==> src/rtl/fetch_unit_pkg.sv <==
// Shared fetch-stage definitions: reset PC default, FSM encodings, flush NOP
// and the FIFO entry layout (instruction plus its PC).
package fetch_unit_pkg;

    localparam logic [31:0] RESET_PC_DEFAULT = 32'h0000_0000;
    localparam logic [31:0] NOP_INST         = 32'h0000_0013;

    typedef enum logic [1:0] {
        ST_RESET = 2'd0,
        ST_RUN   = 2'd1,
        ST_FAULT = 2'd2
    } fetch_state_e;

    typedef struct packed {
        logic [31:0] pc;
        logic [31:0] inst;
    } fetch_entry_t;

    function automatic logic [31:0] next_pc(input logic [31:0] pc);
        return pc + 32'd4;
    endfunction

endpackage

==> src/rtl/fetch_unit_if.sv <==
// Fetch-stage bus bundle: instruction ROM port, redirect input and the
// valid/ready instruction handoff to decode.
interface fetch_unit_if;

    logic        imem_req;
    logic [31:0] imem_addr;
    logic [31:0] imem_rdata;
    logic        redirect_valid;
    logic [31:0] redirect_pc;
    logic        inst_valid;
    logic        inst_ready;
    logic [31:0] inst;
    logic [31:0] inst_pc;
    logic        fetch_fault;

    modport master (
        output imem_req, imem_addr, inst_valid, inst, inst_pc, fetch_fault,
        input  imem_rdata, redirect_valid, redirect_pc, inst_ready
    );

    modport slave (
        input  imem_req, imem_addr, inst_valid, inst, inst_pc, fetch_fault,
        output imem_rdata, redirect_valid, redirect_pc, inst_ready
    );

endinterface

==> src/rtl/fetch_unit_fifo.sv <==
// Circular-buffer FIFO for fetched instructions; synchronous clear, exposes
// occupancy, and accepts push together with pop when full.
module fetch_fifo #(
    parameter  int DEPTH = 2,
    parameter  int WIDTH = 64,
    localparam int CW    = $clog2(DEPTH + 1),
    localparam int PW    = (DEPTH > 1) ? $clog2(DEPTH) : 1
) (
    input  logic             clk,
    input  logic             reset,
    input  logic             clear,
    input  logic             push,
    input  logic [WIDTH-1:0] push_data,
    input  logic             pop,
    output logic [WIDTH-1:0] head,
    output logic             empty,
    output logic [CW-1:0]    count
);

    logic [WIDTH-1:0] mem [DEPTH];
    logic [PW-1:0]    rd_ptr;
    logic [PW-1:0]    wr_ptr;
    logic             full;
    logic             do_push;
    logic             do_pop;

    function automatic logic [PW-1:0] bump(input logic [PW-1:0] p);
        return (p == PW'(DEPTH - 1)) ? '0 : p + 1'b1;
    endfunction

    assign empty   = (count == '0);
    assign full    = (count == CW'(DEPTH));
    assign do_pop  = pop && !empty;
    assign do_push = push && (!full || do_pop);
    assign head    = mem[rd_ptr];

    always_ff @(posedge clk) begin
        if (reset || clear) begin
            rd_ptr <= '0;
            wr_ptr <= '0;
            count  <= '0;
        end else begin
            if (do_push) wr_ptr <= bump(wr_ptr);
            if (do_pop)  rd_ptr <= bump(rd_ptr);
            count <= count + CW'(do_push) - CW'(do_pop);
        end
    end

    always_ff @(posedge clk) begin
        if (do_push) mem[wr_ptr] <= push_data;
    end

endmodule

==> src/rtl/fetch_unit.sv <==
// RV32I instruction fetch: PC, ROM requests, 2-deep buffer and redirect flush.
// Build option FETCH_MISALIGN_CHECK_EN: misaligned redirect targets raise fetch_fault.
//
// state    | meaning
// ST_RESET | held during reset and the first cycle after release; no requests
// ST_RUN   | fetching; request whenever buffer space will remain
// ST_FAULT | misaligned redirect seen; idle until an aligned redirect
module fetch_unit
    import fetch_unit_pkg::*;
#(
    parameter logic [31:0] RESET_PC  = RESET_PC_DEFAULT,
    parameter int          BUF_DEPTH = 2
) (
    input logic          clk,
    input logic          reset,
    fetch_unit_if.master bus
);

    localparam int CW = $clog2(BUF_DEPTH + 1);

    fetch_state_e state;
    fetch_state_e state_next;
    fetch_entry_t resp;
    fetch_entry_t fifo_head;

    logic [31:0] pc;
    logic [31:0] inflight_pc;
    logic [31:0] idle_inst;
    logic [31:0] idle_pc;
    logic [31:0] target;
    logic        inflight;
    logic        misalign;
    logic        pop;
    logic        req;
    logic        fifo_empty;
    logic        fifo_push;
    logic        fifo_pop;
    logic [CW-1:0] fifo_count;
    logic [CW:0]   occ;

    assign target = bus.redirect_pc & ~32'h3;

`ifdef FETCH_MISALIGN_CHECK_EN
    assign misalign        = |bus.redirect_pc[1:0];
    assign bus.fetch_fault = (state == ST_FAULT);
`else
    assign misalign        = 1'b0;
    assign bus.fetch_fault = 1'b0;
`endif

    // A response is shown to decode in the cycle it returns, so the
    // in-flight slot counts toward occupancy alongside the buffer.
    assign occ = (CW+1)'(fifo_count) + (CW+1)'(inflight) - (CW+1)'(pop);

    always_ff @(posedge clk) begin
        if (reset) state <= ST_RESET;
        else       state <= state_next;
    end

    always_comb begin
        state_next = state;
        req        = 1'b0;
        case (state)
            ST_RESET: state_next = (bus.redirect_valid && misalign) ? ST_FAULT : ST_RUN;
            ST_RUN: begin
                req = !bus.redirect_valid && (occ < (CW+1)'(BUF_DEPTH));
                if (bus.redirect_valid && misalign) state_next = ST_FAULT;
            end
            ST_FAULT: begin
                if (bus.redirect_valid && !misalign) state_next = ST_RUN;
            end
            default: state_next = ST_RESET;
        endcase
    end

    assign resp           = '{pc: inflight_pc, inst: bus.imem_rdata};
    assign bus.inst_valid = !fifo_empty || inflight;
    assign pop            = bus.inst_valid && bus.inst_ready;
    assign fifo_pop       = pop && !fifo_empty;
    assign fifo_push      = inflight && !bus.redirect_valid && !(pop && fifo_empty);
    assign bus.imem_req   = req;
    assign bus.imem_addr  = pc;

    always_comb begin
        bus.inst    = idle_inst;
        bus.inst_pc = idle_pc;
        if (!fifo_empty) begin
            bus.inst    = fifo_head.inst;
            bus.inst_pc = fifo_head.pc;
        end else if (inflight) begin
            bus.inst    = resp.inst;
            bus.inst_pc = resp.pc;
        end
    end

    always_ff @(posedge clk) begin
        if (reset) begin
            pc          <= RESET_PC;
            inflight    <= 1'b0;
            inflight_pc <= RESET_PC;
            idle_inst   <= '0;
            idle_pc     <= RESET_PC;
        end else begin
            inflight <= req;
            if (req) inflight_pc <= pc;
            if (bus.redirect_valid) begin
                pc        <= target;
                idle_inst <= NOP_INST;
                idle_pc   <= target;
            end else if (req) begin
                pc <= next_pc(pc);
            end
        end
    end

    fetch_fifo #(
        .DEPTH (BUF_DEPTH),
        .WIDTH ($bits(fetch_entry_t))
    ) u_fifo (
        .clk       (clk),
        .reset     (reset),
        .clear     (bus.redirect_valid),
        .push      (fifo_push),
        .push_data (resp),
        .pop       (fifo_pop),
        .head      (fifo_head),
        .empty     (fifo_empty),
        .count     (fifo_count)
    );

endmodule

==> src/flat_wrapper.sv <==
// flat-port wrapper written by rule: the top's interface ports become plain ports
module fetch_unit_flat import fetch_unit_pkg::*;
#(
    parameter logic [31:0] RESET_PC  = RESET_PC_DEFAULT,
    parameter int          BUF_DEPTH = 2
)
  (clk, reset, bus_imem_req, bus_imem_addr, bus_inst_valid, bus_inst, bus_inst_pc, bus_fetch_fault, bus_imem_rdata, bus_redirect_valid, bus_redirect_pc, bus_inst_ready);
  fetch_unit_if bus_i ();
  input logic clk;
  input logic reset;
  output wire logic [$bits(bus_i.imem_req)-1:0] bus_imem_req;
  output wire logic [$bits(bus_i.imem_addr)-1:0] bus_imem_addr;
  output wire logic [$bits(bus_i.inst_valid)-1:0] bus_inst_valid;
  output wire logic [$bits(bus_i.inst)-1:0] bus_inst;
  output wire logic [$bits(bus_i.inst_pc)-1:0] bus_inst_pc;
  output wire logic [$bits(bus_i.fetch_fault)-1:0] bus_fetch_fault;
  input wire logic [$bits(bus_i.imem_rdata)-1:0] bus_imem_rdata;
  input wire logic [$bits(bus_i.redirect_valid)-1:0] bus_redirect_valid;
  input wire logic [$bits(bus_i.redirect_pc)-1:0] bus_redirect_pc;
  input wire logic [$bits(bus_i.inst_ready)-1:0] bus_inst_ready;
  assign bus_imem_req = bus_i.imem_req;
  assign bus_imem_addr = bus_i.imem_addr;
  assign bus_inst_valid = bus_i.inst_valid;
  assign bus_inst = bus_i.inst;
  assign bus_inst_pc = bus_i.inst_pc;
  assign bus_fetch_fault = bus_i.fetch_fault;
  assign bus_i.imem_rdata = bus_imem_rdata;
  assign bus_i.redirect_valid = bus_redirect_valid;
  assign bus_i.redirect_pc = bus_redirect_pc;
  assign bus_i.inst_ready = bus_inst_ready;
  fetch_unit #(.RESET_PC(RESET_PC), .BUF_DEPTH(BUF_DEPTH)) u_core (.clk(clk), .reset(reset), .bus(bus_i));
endmodule
==> config.mk <==
export PLATFORM = sky130hd
export DESIGN_NAME = fetch_unit_flat
export DESIGN_NICKNAME = d
export VERILOG_FILES = /design/src/rtl/fetch_unit_pkg.sv /design/src/rtl/fetch_unit_if.sv /design/src/rtl/fetch_unit_fifo.sv /design/src/rtl/fetch_unit.sv /design/src/flat_wrapper.sv
export SDC_FILE = /design/constraint.sdc
export NUM_CORES = 1
export LEC_CHECK = 0
export ABC_AREA = 1
export CORE_MARGIN = 2
export CORE_UTILIZATION = 40
export CTS_CLUSTER_SIZE = 20
export DETAILED_ROUTE_END_ITERATION = 7
export PLACE_DENSITY = 0.65
export SLEW_MARGIN = 20
export SYNTH_ARGS = -nofsm -noshare
export SYNTH_HDL_FRONTEND = slang
export SYNTH_SLANG_ARGS = --single-unit
==> constraint.sdc <==
create_clock -name clk -period 4.08 [get_ports clk]
set_input_delay 0.612 -clock clk [delete_from_list [all_inputs] [get_ports clk]]
set_output_delay 0.612 -clock clk [all_outputs]
set_load 0.01 [all_outputs]
==> results_dict.tcl <==
set metrics [dict create \
    grt_max_degree 82 \
    cts_buffers 24 \
    place_hpwl_mm 17.6 \
    cp_max_fo 3 \
    vias 8015 \
    fin_cells 1570 \
    grt_pass1_wl_mm 41.2 \
    final_common_cell "nand2_1" \
    grt_pass1_vias 7493 \
    clk_pin_slew_ps 60 \
    yosysSeqAreaShare_pct 58.6 \
    crit_required_ps 3470 \
    rsz0062_at_grt "false" \
    cp.arrival_ps 2940 \
    relSlewSlack_pct 49.4 \
    syn_inst 1082 \
    synth_cell_type_count 36 \
    max-clock-path-buffers 3 \
    drc 0 \
    r2r_end "u_core.bus.imem_addr[6]" \
    fmax_mhz 281 \
    fin_crit_sh_pct 87.1 \
    std_cell_rows 56 \
    r2r_setup_slack_ps 970 \
    viasPerCell 5.11 \
    wirelength_mm 26.6 \
    track_usage_pct 20.2 \
    place.gp.congestion 0.861 \
    finalSetupTns_ps 0 \
    worst_pin_slew_ps 759 \
    drt_iter0_drc 734 \
    io_buffers 159 \
    start_kind "input pin" \
    syn_area_per_cell_um2 8.96 \
    hold_viol 0 \
    cts.sinks 222 \
    r2r_cells 18 \
    synth_ff_type "edfxtp_1" \
    die_w_um 160 \
    die-area_mm2 0.0255 \
    status "finished clean" \
    post_cts_buffers 0 \
    grt_overflow 0 \
    r2r-start "u_core.u_fifo.count[1]" \
    drive_gt1_share_pct 6.00 \
    fin_crit_ps 3550 \
    syn2layout_area_growth_pct 28.4 \
    path_class "input pin to output pin" \
    whs_path_depth 0 \
    wl_per_cell_um 17.0 \
    start_util_pct 41.1 \
    worstHoldStart "u_core.inflight_pc[23]" \
    synth_edf_count 124 \
    htreeDepth 1 \
    p_leak_nw 4.61 \
    first_pass_iters 6 \
    synth_warnings 0 \
    cap_violations 0 \
    ys_ff_latch 222 \
    fillCellCount 2174 \
    synthArstFlopShare_pct 0 \
    antenna_cells 0 \
    cts_tree "done" \
    ant_nets 0 \
    most-common-layout-cells "nand2_1, nor2_1, clkdlybuf4s50_1, edfxtp_1, inv_1" \
    dp.cells 1527 \
    ios 167 \
    final_util_pct 52.7 \
    core-area_mm2 0.0236 \
    worst_setup_path_end_kind "output pin" \
    die_h_um 160 \
    fin_hold_ws_ps 452 \
    clockRootBuffer "clkbuf_16" \
    finalSetupViolations 0 \
    skew_ps 6.50 \
    syn_area_mm2 0.00970 \
    antenna_found_initial 0 \
    maxSlewViolCount 0 \
    hold_path_class "flip-flop to flip-flop" \
    irDropWorstVdd_uv 265 \
    hold_end "u_core.u_fifo.mem[0][55]" \
    nets 1307 \
    power_density_mw_per_mm2 416 \
    clk_latency_ps 500 \
]
per-stage QoR:
stage / cell area [µm²] / setup WS (ps) / power [W]
after global routing: 12500 / 360 / 0.00536
final: 12500 / 525 / 0.00518
after CTS: 12500 / 105 / 0.00522
after floorplan: 9720 / 818 / 0.00277
after detailed placement: 11700 / 141 / 0.00306
after global placement: 11700 / 180 / 0.00305
how the worst max path moves through the flow:
| stage | from | endpoint | slack [ps] | depth (start not counted) |
|---|---|---|---|---|
| final | bus_inst_ready | bus_imem_req | 530 | 11 |
| after global routing | u_core.u_fifo.count[1] | bus_inst[19] | 360 | 8 |
| after CTS | u_core.u_fifo.count[1] | bus_imem_req | 110 | 12 |
| after detailed placement | bus_inst_ready | bus_imem_req | 140 | 11 |
| after global placement | bus_inst_ready | bus_imem_req | 180 | 11 |
| after floorplan | u_core.u_fifo.count[1] | bus_imem_req | 820 | 13 |
final cells by class:
| type | count | area (µm²) | area share [%] |
|---|---|---|---|
| Clock buffer | 28 | 647 | 5.19 |
| Sequential cell | 222 | 5690 | 45.7 |
| Inverter | 123 | 463 | 3.72 |
| Tap cell | 319 | 399 | 3.20 |
| Timing Repair Buffer | 184 | 1830 | 14.7 |
| Multi-Input combinational cell | 679 | 3280 | 26.4 |
| Clock inverter | 15 | 149 | 1.20 |
where the power goes:
group          total, W  internal (W)  switching, W
Combinational  0.000524      0.000245      0.000279
Sequential      0.00249       0.00243     0.0000578
Clock           0.00216       0.00132      0.000845
Total           0.00518       0.00399       0.00118
cells in the mapped netlist (4+ instances only):
library cell    n  area share [%]
a211oi_1       17             1.3
a21oi_1        26             1.3
buf_2          18            0.93
buf_4           8            0.62
clkbuf_1       34             1.3
dfxtp_1        98              20
edfxtp_1      124              38
ha_1            4            0.52
inv_1         122             4.7
nand2_1       196             7.6
nand3_1        44             2.3
nand3b_1        7            0.54
nor2_1        168             6.5
nor2_2          4            0.26
o211ai_1        4            0.31
o21ai_0       116             6.0
o221ai_1       27             2.4
o22ai_1        29             1.9
xor2_1          6            0.54
flip-flops by register name, indices dropped and copies added (netlist names), named ones only:
name                  flops
u_core.u_fifo.mem       124
u_core.idle_inst          1
u_core.state              1
u_core.bus.imem_addr     30
u_core.u_fifo.rd_ptr      1
u_core.u_fifo.count       2
u_core.idle_pc           30
u_core.u_fifo.wr_ptr      1
u_core.inflight           1
u_core.inflight_pc       30
critical path, cell delays in order:
cell and delay [ps]:
clkdlybuf4s50_1 530, inv_1 100, nor2_1 120, ha_1 230, or2_2 300, fa_1 490, nand2_1 50, nor2_1 160
nand2_4 90, inv_1 90, dlymetal6s2s_1 170
metal layers:
metal	up-vias	track usage (%)	part of all wire (%)
met5	-	0	0
met4	0	4.55	1.5
met3	27	3.51	7.2
met2	291	31.5	45
met1	3761	29.4	46
li1	3936	-	-
cells by family (layout without fill, tap and decap cells):
| group | count (synthesis) | count (layout) | synth area share (%) |
|---|---|---|---|
| XOR/XNOR | 8 | 8 | 0.722 |
| AO/OA/AOI/OAI | 232 | 232 | 14.2 |
| flip-flops | 222 | 222 | 58.6 |
| buffers and inverters | 185 | 350 | 7.86 |
| adder cells (fa/ha/maj) | 5 | 5 | 0.722 |
| AND/OR/NAND/NOR | 429 | 429 | 17.9 |
| other | 1 | 5 | 0.0387 |
what timing repair did:
action,in CTS,in global routing
hold buffers,0,0
hold endpoints to repair,0,0
gates resized for setup,0,2
setup endpoints to repair,0,1
(Power assumes the default switching activity.)
==> edit 1: new RTL, same settings <==
Encoding of `fetch_state_e`: now one-hot (3 bits for 3 states).
--- a/src/rtl/fetch_unit_pkg.sv
+++ b/src/rtl/fetch_unit_pkg.sv
@@ -7,6 +7,6 @@
 
-    typedef enum logic [1:0] {
-        ST_RESET = 2'd0,
-        ST_RUN   = 2'd1,
-        ST_FAULT = 2'd2
+    typedef enum logic [2:0] {
+        ST_RESET = 3'b001,
+        ST_RUN   = 3'b010,
+        ST_FAULT = 3'b100
     } fetch_state_e;
Check against the original RTL: same outputs for any inputs over 4 cycles, from zero or initial values and one cycle with reset high; so few cycles prove little.
==> edit 1 against the unedited design <==
Cell area rose by 1.4%. Combinational power fell by 18%. Sequential cell count rose by 1. Fmax fell by 8.7%. Clock skew rose by 0.0074 ns. Global-route usage rose by 0.47 points. Wire length rose by 3.4%. Setup slack got worse by 0.34 ns. Synthesized cell count rose by 2.5%. Area after synthesis rose by 2.9%. Utilization fell by 0.95 points. Clock power rose by 2%. Power fell by 1.3%.
==> edit 1: results (changes against the unedited design) <==
gp_congestion: 0.8690  # +0.94%
portBuffers: 159  # unchanged
cp_top_family: "buffers and inverters"
yosys_warnings: 0  # unchanged
crit_path_max_fanout: 3  # unchanged
antenna_found_initial: 0  # unchanged
nFillCells: 2293  # +5.5%
grt_max_degree: 74  # -9.8%
outcome: "finished clean"
use_met3_pct: 2.809  # -0.70 points
synth-xor-area-share_pct: 0.3510  # -0.37 points
grt_pass1_vias: 7831  # +4.5%
ys_seq_area_share_pct: 57.16  # -1.5 points
largest-register: "u_core.u_fifo.mem"
routed_via_density: 5.143  # +0.75%
met1_usage_pct: 28.77  # -0.65 points
diodes: 0  # unchanged
reg2regPathDepth: 16  # -2
hold_path.class: "reg2reg"
synth.area.mux_share_pct: 0  # unchanged
cts-resized-gates: 0  # unchanged
ys_async_sr_fraction_pct: 0  # unchanged
postCtsSetupBuffers: 0  # unchanged
drtPass1Iterations: 5  # -1
grt.total_usage_pct: 20.66  # +0.47 points
synth-edff-count: 124  # unchanged
synthTopCellsByCount: "nand2_1, nor2_1, edfxtp_1"
layout-drive-gt1-share_pct: 8.713  # +2.7 points
critPathSlowestCell: "clkdlybuf4s50_1"
largest_register_ffs: 124  # unchanged
ctsLongestPathBuffers: 3  # unchanged
num-nets-final: 1330  # +1.8%
synth_cell_type_count: 40  # +11%
max_stage_delay_ns: 0.55  # +0.02 ns
yosys-top-cells-area: "edfxtp_1, dfxtp_1, nand2_1, nor2_1, o21ai_0"
clk_pin_slew_ns: 0.06  # about the same
drt-initial-drc-count: 706  # -3.8%
skew_ns: 0.01385  # +0.007351 ns
whs_path_depth: 0  # unchanged
routed_wl_um: 27530  # +3.4%
leakage_nw: 4.528  # -1.9%
synth_compound_area_share_pct: 14.27  # +0.10 points
vdd_ir_drop_max_v: 0.0002640  # -0.40%
maxSlewHeadroom_pct: 38.38  # -11 points
grt_use_met2_pct: 33.98  # +2.5 points
synthAdderAreaFrac_pct: 0.7020  # -0.020 points
placed_area_mm2: 0.01184  # +1.5%
clock_latency_ns: 0.52  # +0.02 ns
h-tree-depth: 1  # unchanged
cts_buffers: 24  # unchanged
grt_pass1_wl_um: 42600  # +3.3%
ys.flop_type: "edfxtp_1"
clockRootBuffer: "clkbuf_16"
hpwl_um: 17880  # +1.9%
cp_data_arrival_time_ns: 3.28  # +0.34 ns
## edit 1: changes by cell type after synthesis, moves of 9 or more
cell      delta
o21ai_1     +35
o21ai_0     -32
a211oi_2    +11
nor2_1      -16
nand3_1     +16
nor2_4      +12
clkbuf_1     -9
a211oi_1    -15
inv_1       -11
nand2_1     +25
inv_2       +11
## edit 1: per-stage QoR
| step | worst slack (ns) | cells | power [mW] | hold WS, ns |
|---|---|---|---|---|
| floorplan | 0.8191 | 1113 | 2.723 | 0.4256 |
| global placement | 0.2317 | 1555 | 2.945 | 0.4267 |
| detailed placement | 0.2365 | 1555 | 2.951 | 0.4394 |
| CTS | 0.08677 | 1598 | 5.138 | 0.4531 |
| global route | 0.008406 | 1598 | 5.266 | 0.4623 |
| finish | 0.1876 | 1598 | 5.108 | 0.4506 |
## edit 1: kinds of logic (layout without fill, tap and decap cells)
| family | count (synthesis) | after routing |
|---|---|---|
| buf+inv | 185 | 346 |
| fa+ha+maj | 5 | 5 |
| other cells | 1 | 5 |
| xor+xnor | 4 | 4 |
| flops | 223 | 223 |
| simple gates | 461 | 461 |
| compound gates | 230 | 230 |
## edit 1: final cells by class
cell class              count  area (um^2)  share of cell area, %
inverters                 124        465.4                  3.684
well taps                 324        405.4                  3.209
clock buffers              33        654.4                  5.180
flip-flops and latches    223         5708                  45.18
repair buffers            179         1749                  13.85
multi-input cells         705         3508                  27.77
clock inverters            10        142.6                  1.129
## edit 1: final timing paths
kind                                from                       end  slack [ns]
hold / removal    u_core.inflight_pc[26]  u_core.u_fifo.mem[0][58]        0.45
setup / recovery          bus_inst_ready              bus_imem_req        0.19
setup reg to reg  u_core.u_fifo.count[1]  u_core.bus.imem_addr[20]        1.14
hold reg to reg   u_core.inflight_pc[26]  u_core.u_fifo.mem[0][58]        0.45
## edit 1: power by group
| part | leakage, nW | internal, mW | switching (mW) | total (mW) |
|---|---|---|---|---|
| Clock | 0.386 | 1.32 | 0.884 | 2.20 |
| Combinational | 2.23 | 0.204 | 0.228 | 0.432 |
| Sequential | 1.91 | 2.42 | 0.0534 | 2.48 |
| Total | 4.53 | 3.94 | 1.17 | 5.11 |
## edit 1: routing by layer
metal / part of all wire, % / vias up
met5: 0 / -
met1: 45 / 3897
met4: 2.2 / 0
met2: 47 / 271
met3: 6.4 / 38
li1: - / 4013
==> edit 2: new RTL, same settings <==
Made on the original files. `BUF_DEPTH` is set to 2 in 2 places; all go to 4.
--- a/src/rtl/fetch_unit.sv
+++ b/src/rtl/fetch_unit.sv
@@ -11,3 +11,3 @@
     parameter logic [31:0] RESET_PC  = RESET_PC_DEFAULT,
-    parameter int          BUF_DEPTH = 2
+    parameter int          BUF_DEPTH = 4
 ) (
--- a/src/flat_wrapper.sv
+++ b/src/flat_wrapper.sv
@@ -4,3 +4,3 @@
     parameter logic [31:0] RESET_PC  = RESET_PC_DEFAULT,
-    parameter int          BUF_DEPTH = 2
+    parameter int          BUF_DEPTH = 4
 )
Function: changed (Yosys sat finds a counterexample within 4 cycles, from zero or initial values and one cycle with reset high).
==> edit 2 against the unedited design <==
Power is 59% higher. Highest routed layer is now met5. Sequential cell count up 128. Clock power grew 64%. Die area increased by 53%. Largest power group unchanged. Sequential share of layout area rose by 6.2 points. First-iteration DRC count up 9.8%. Cell area rose by 47%. Clock skew is 0.014 ns higher. Wire length is 45% higher. Area after synthesis grew 54%. Setup slack got worse by 0.096 ns.
==> edit 2: results (changes against the unedited design) <==
ys_async_sr_fraction_pct: 0  # unchanged
reg2regPathDepth: 19  # +1
clock_latency_ns: 0.52  # +0.02 ns
grt_pass1_vias: 10534  # +41%
routed_via_density: 5.235  # +2.5%
r2r-end: "u_core.bus.imem_addr[14]"
grt_max_degree: 88  # +7.3%
portBuffers: 159  # unchanged
outcome: "finished clean"
clk_pin_slew_ns: 0.06  # about the same
grt.total_usage_pct: 19.63  # -0.56 points
diodes: 0  # unchanged
yosys-top-cells-area: "edfxtp_1, dfxtp_1, nor2_1, o21ai_0, nand2_1"
hold_path.class: "reg2reg"
h-tree-depth: 2  # +1
leakage_nw: 6.547  # +42%
synth-edff-count: 248  # +100%
dp_slack_ns: 0.7228  # +0.5821 ns
ff2ff_setup_slack_ns: 1.12  # +0.15 ns
crit_path_max_fanout: 4  # +1
wire_per_inst_um: 18.05  # +6.4%
postCtsSetupBuffers: 0  # unchanged
synthTopCellsByCount: "nor2_1, edfxtp_1, nand2_1"
cp_data_arrival_time_ns: 3.04  # +0.10 ns
hold_end: "u_core.idle_pc[19]"
grt_pass1_wl_um: 59520  # +44%
skew_ns: 0.02028  # +0.01378 ns
r2r_start: "u_core.u_fifo.count[1]"
drtPass1Iterations: 5  # -1
synth_cell_type_count: 40  # +11%
yosys_warnings: 0  # unchanged
gp_congestion: 0.8687  # +0.91%
clockRootBuffer: "clkbuf_16"
cts_buffers: 39  # +63%
num-nets-final: 1728  # +32%
maxSlewHeadroom_pct: 34.62  # -15 points
layout-drive-gt1-share_pct: 6.977  # +0.98 points
switching_power_mw: 1.861  # +57%
placed_area_mm2: 0.01700  # +46%
hp-start: "u_core.idle_pc[19]"
ys.flop_type: "edfxtp_1"
whs_path_depth: 2  # +2
nFillCells: 3313  # +52%
largest_register_ffs: 248  # +100%
drt-initial-drc-count: 806  # +9.8%
antenna_found_initial: 1  # +1
finalCritPeriodShare_pct: 89.49  # +2.4 points
ctsLongestPathBuffers: 3  # unchanged
largest-register: "u_core.u_fifo.mem"
vdd_ir_drop_max_v: 0.0002851  # +7.6%
cts-resized-gates: 0  # unchanged
hpwl_um: 24250  # +38%
ys_seq_area_share_pct: 63.52  # +4.9 points
-- edit 2: cell types whose count changed after synthesis, sizes merged, moves of 26 or more --
cell,change
a31oi,+26
nand2,+27
o221ai,-27
a21oi,+54
nor2,+132
inv,-38
edfxtp,+124
o21ai,+91
-- edit 2: metrics by stage --
step / hold WS (ns) / instances / util [%]
floorplan: 0.4365 / 1518 / -
global placement: 0.4609 / 2075 / 46.32
detailed placement: 0.4637 / 2075 / 46.32
CTS: 0.4740 / 2145 / 49.89
global route: 0.4873 / 2145 / 49.89
finish: 0.4701 / 2145 / 49.89
-- edit 2: final cells by class --
cell class | count | area [um^2] | share of cell area [%]
inverter | 85 | 321.6 | 1.756
sequential | 350 | 9498 | 51.88
timing repair buffer | 183 | 1872 | 10.22
clock buffer | 54 | 1084 | 5.918
clock inverter | 16 | 225.2 | 1.230
tap | 468 | 585.6 | 3.198
multi-input combinational | 989 | 4723 | 25.80
-- edit 2: power by group through the flow --
stage          registers, mW  logic (mW)  clock network, mW
2_1_floorplan           4.03       0.368                  0
3_3_place_gp            4.05       0.718                  0
3_5_place_dp            4.06       0.726                  0
4_1_cts                 3.98       0.730               3.62
5_1_grt                 3.99       0.800               3.74
6_report                3.98       0.726               3.54
-- edit 2: critical path, stage by stage (launching register included) --
cell and delay (ns):
dfxtp_1 0.41, inv_1 0.12, nand3_4 0.10, inv_1 0.13, nand2_1 0.11, nand2_1 0.05, inv_1 0.05, ha_1 0.14
inv_1 0.04, ha_1 0.26, nand2_1 0.07, nor2_2 0.12, nor2_1 0.08, nor2_4 0.16, nand2_8 0.06, inv_4 0.08
clkdlybuf4s50_1 0.54
-- edit 2: cell families after synthesis --
family / count (synthesis) / share of synthesized area [%]
fa+ha+maj: 12 / 1.055
buf+inv: 179 / 5.251
xor+xnor: 16 / 0.9380
other cells: 1 / 0.02510
compound gates: 375 / 13.38
flops: 350 / 63.52
simple gates: 581 / 15.84
-- edit 2: worst max path at each step --
stage / start / to / slack [ns] / cells past startpoint
final: u_core.u_fifo.count[1] / bus_imem_req / 0.43 / 16
after global routing: u_core.u_fifo.count[1] / bus_imem_req / 0.22 / 16
after detailed placement: bus_inst_ready / bus_imem_req / 0.72 / 13
after CTS: u_core.u_fifo.count[1] / bus_imem_req / 0.35 / 16
after global placement: bus_inst_ready / bus_imem_req / 0.70 / 13
after floorplan: u_core.u_fifo.count[1] / u_core.u_fifo.mem[0][0] / -0.06 / 8
-- edit 2: per-layer routing --
layer	up-vias	GRT usage, %	share of wire, %
met4	2	4.456	1.6
met2	403	30.80	44
met1	5308	28.67	47
li1	5472	-	-
met3	44	3.107	6.8
met5	-	0	0.034
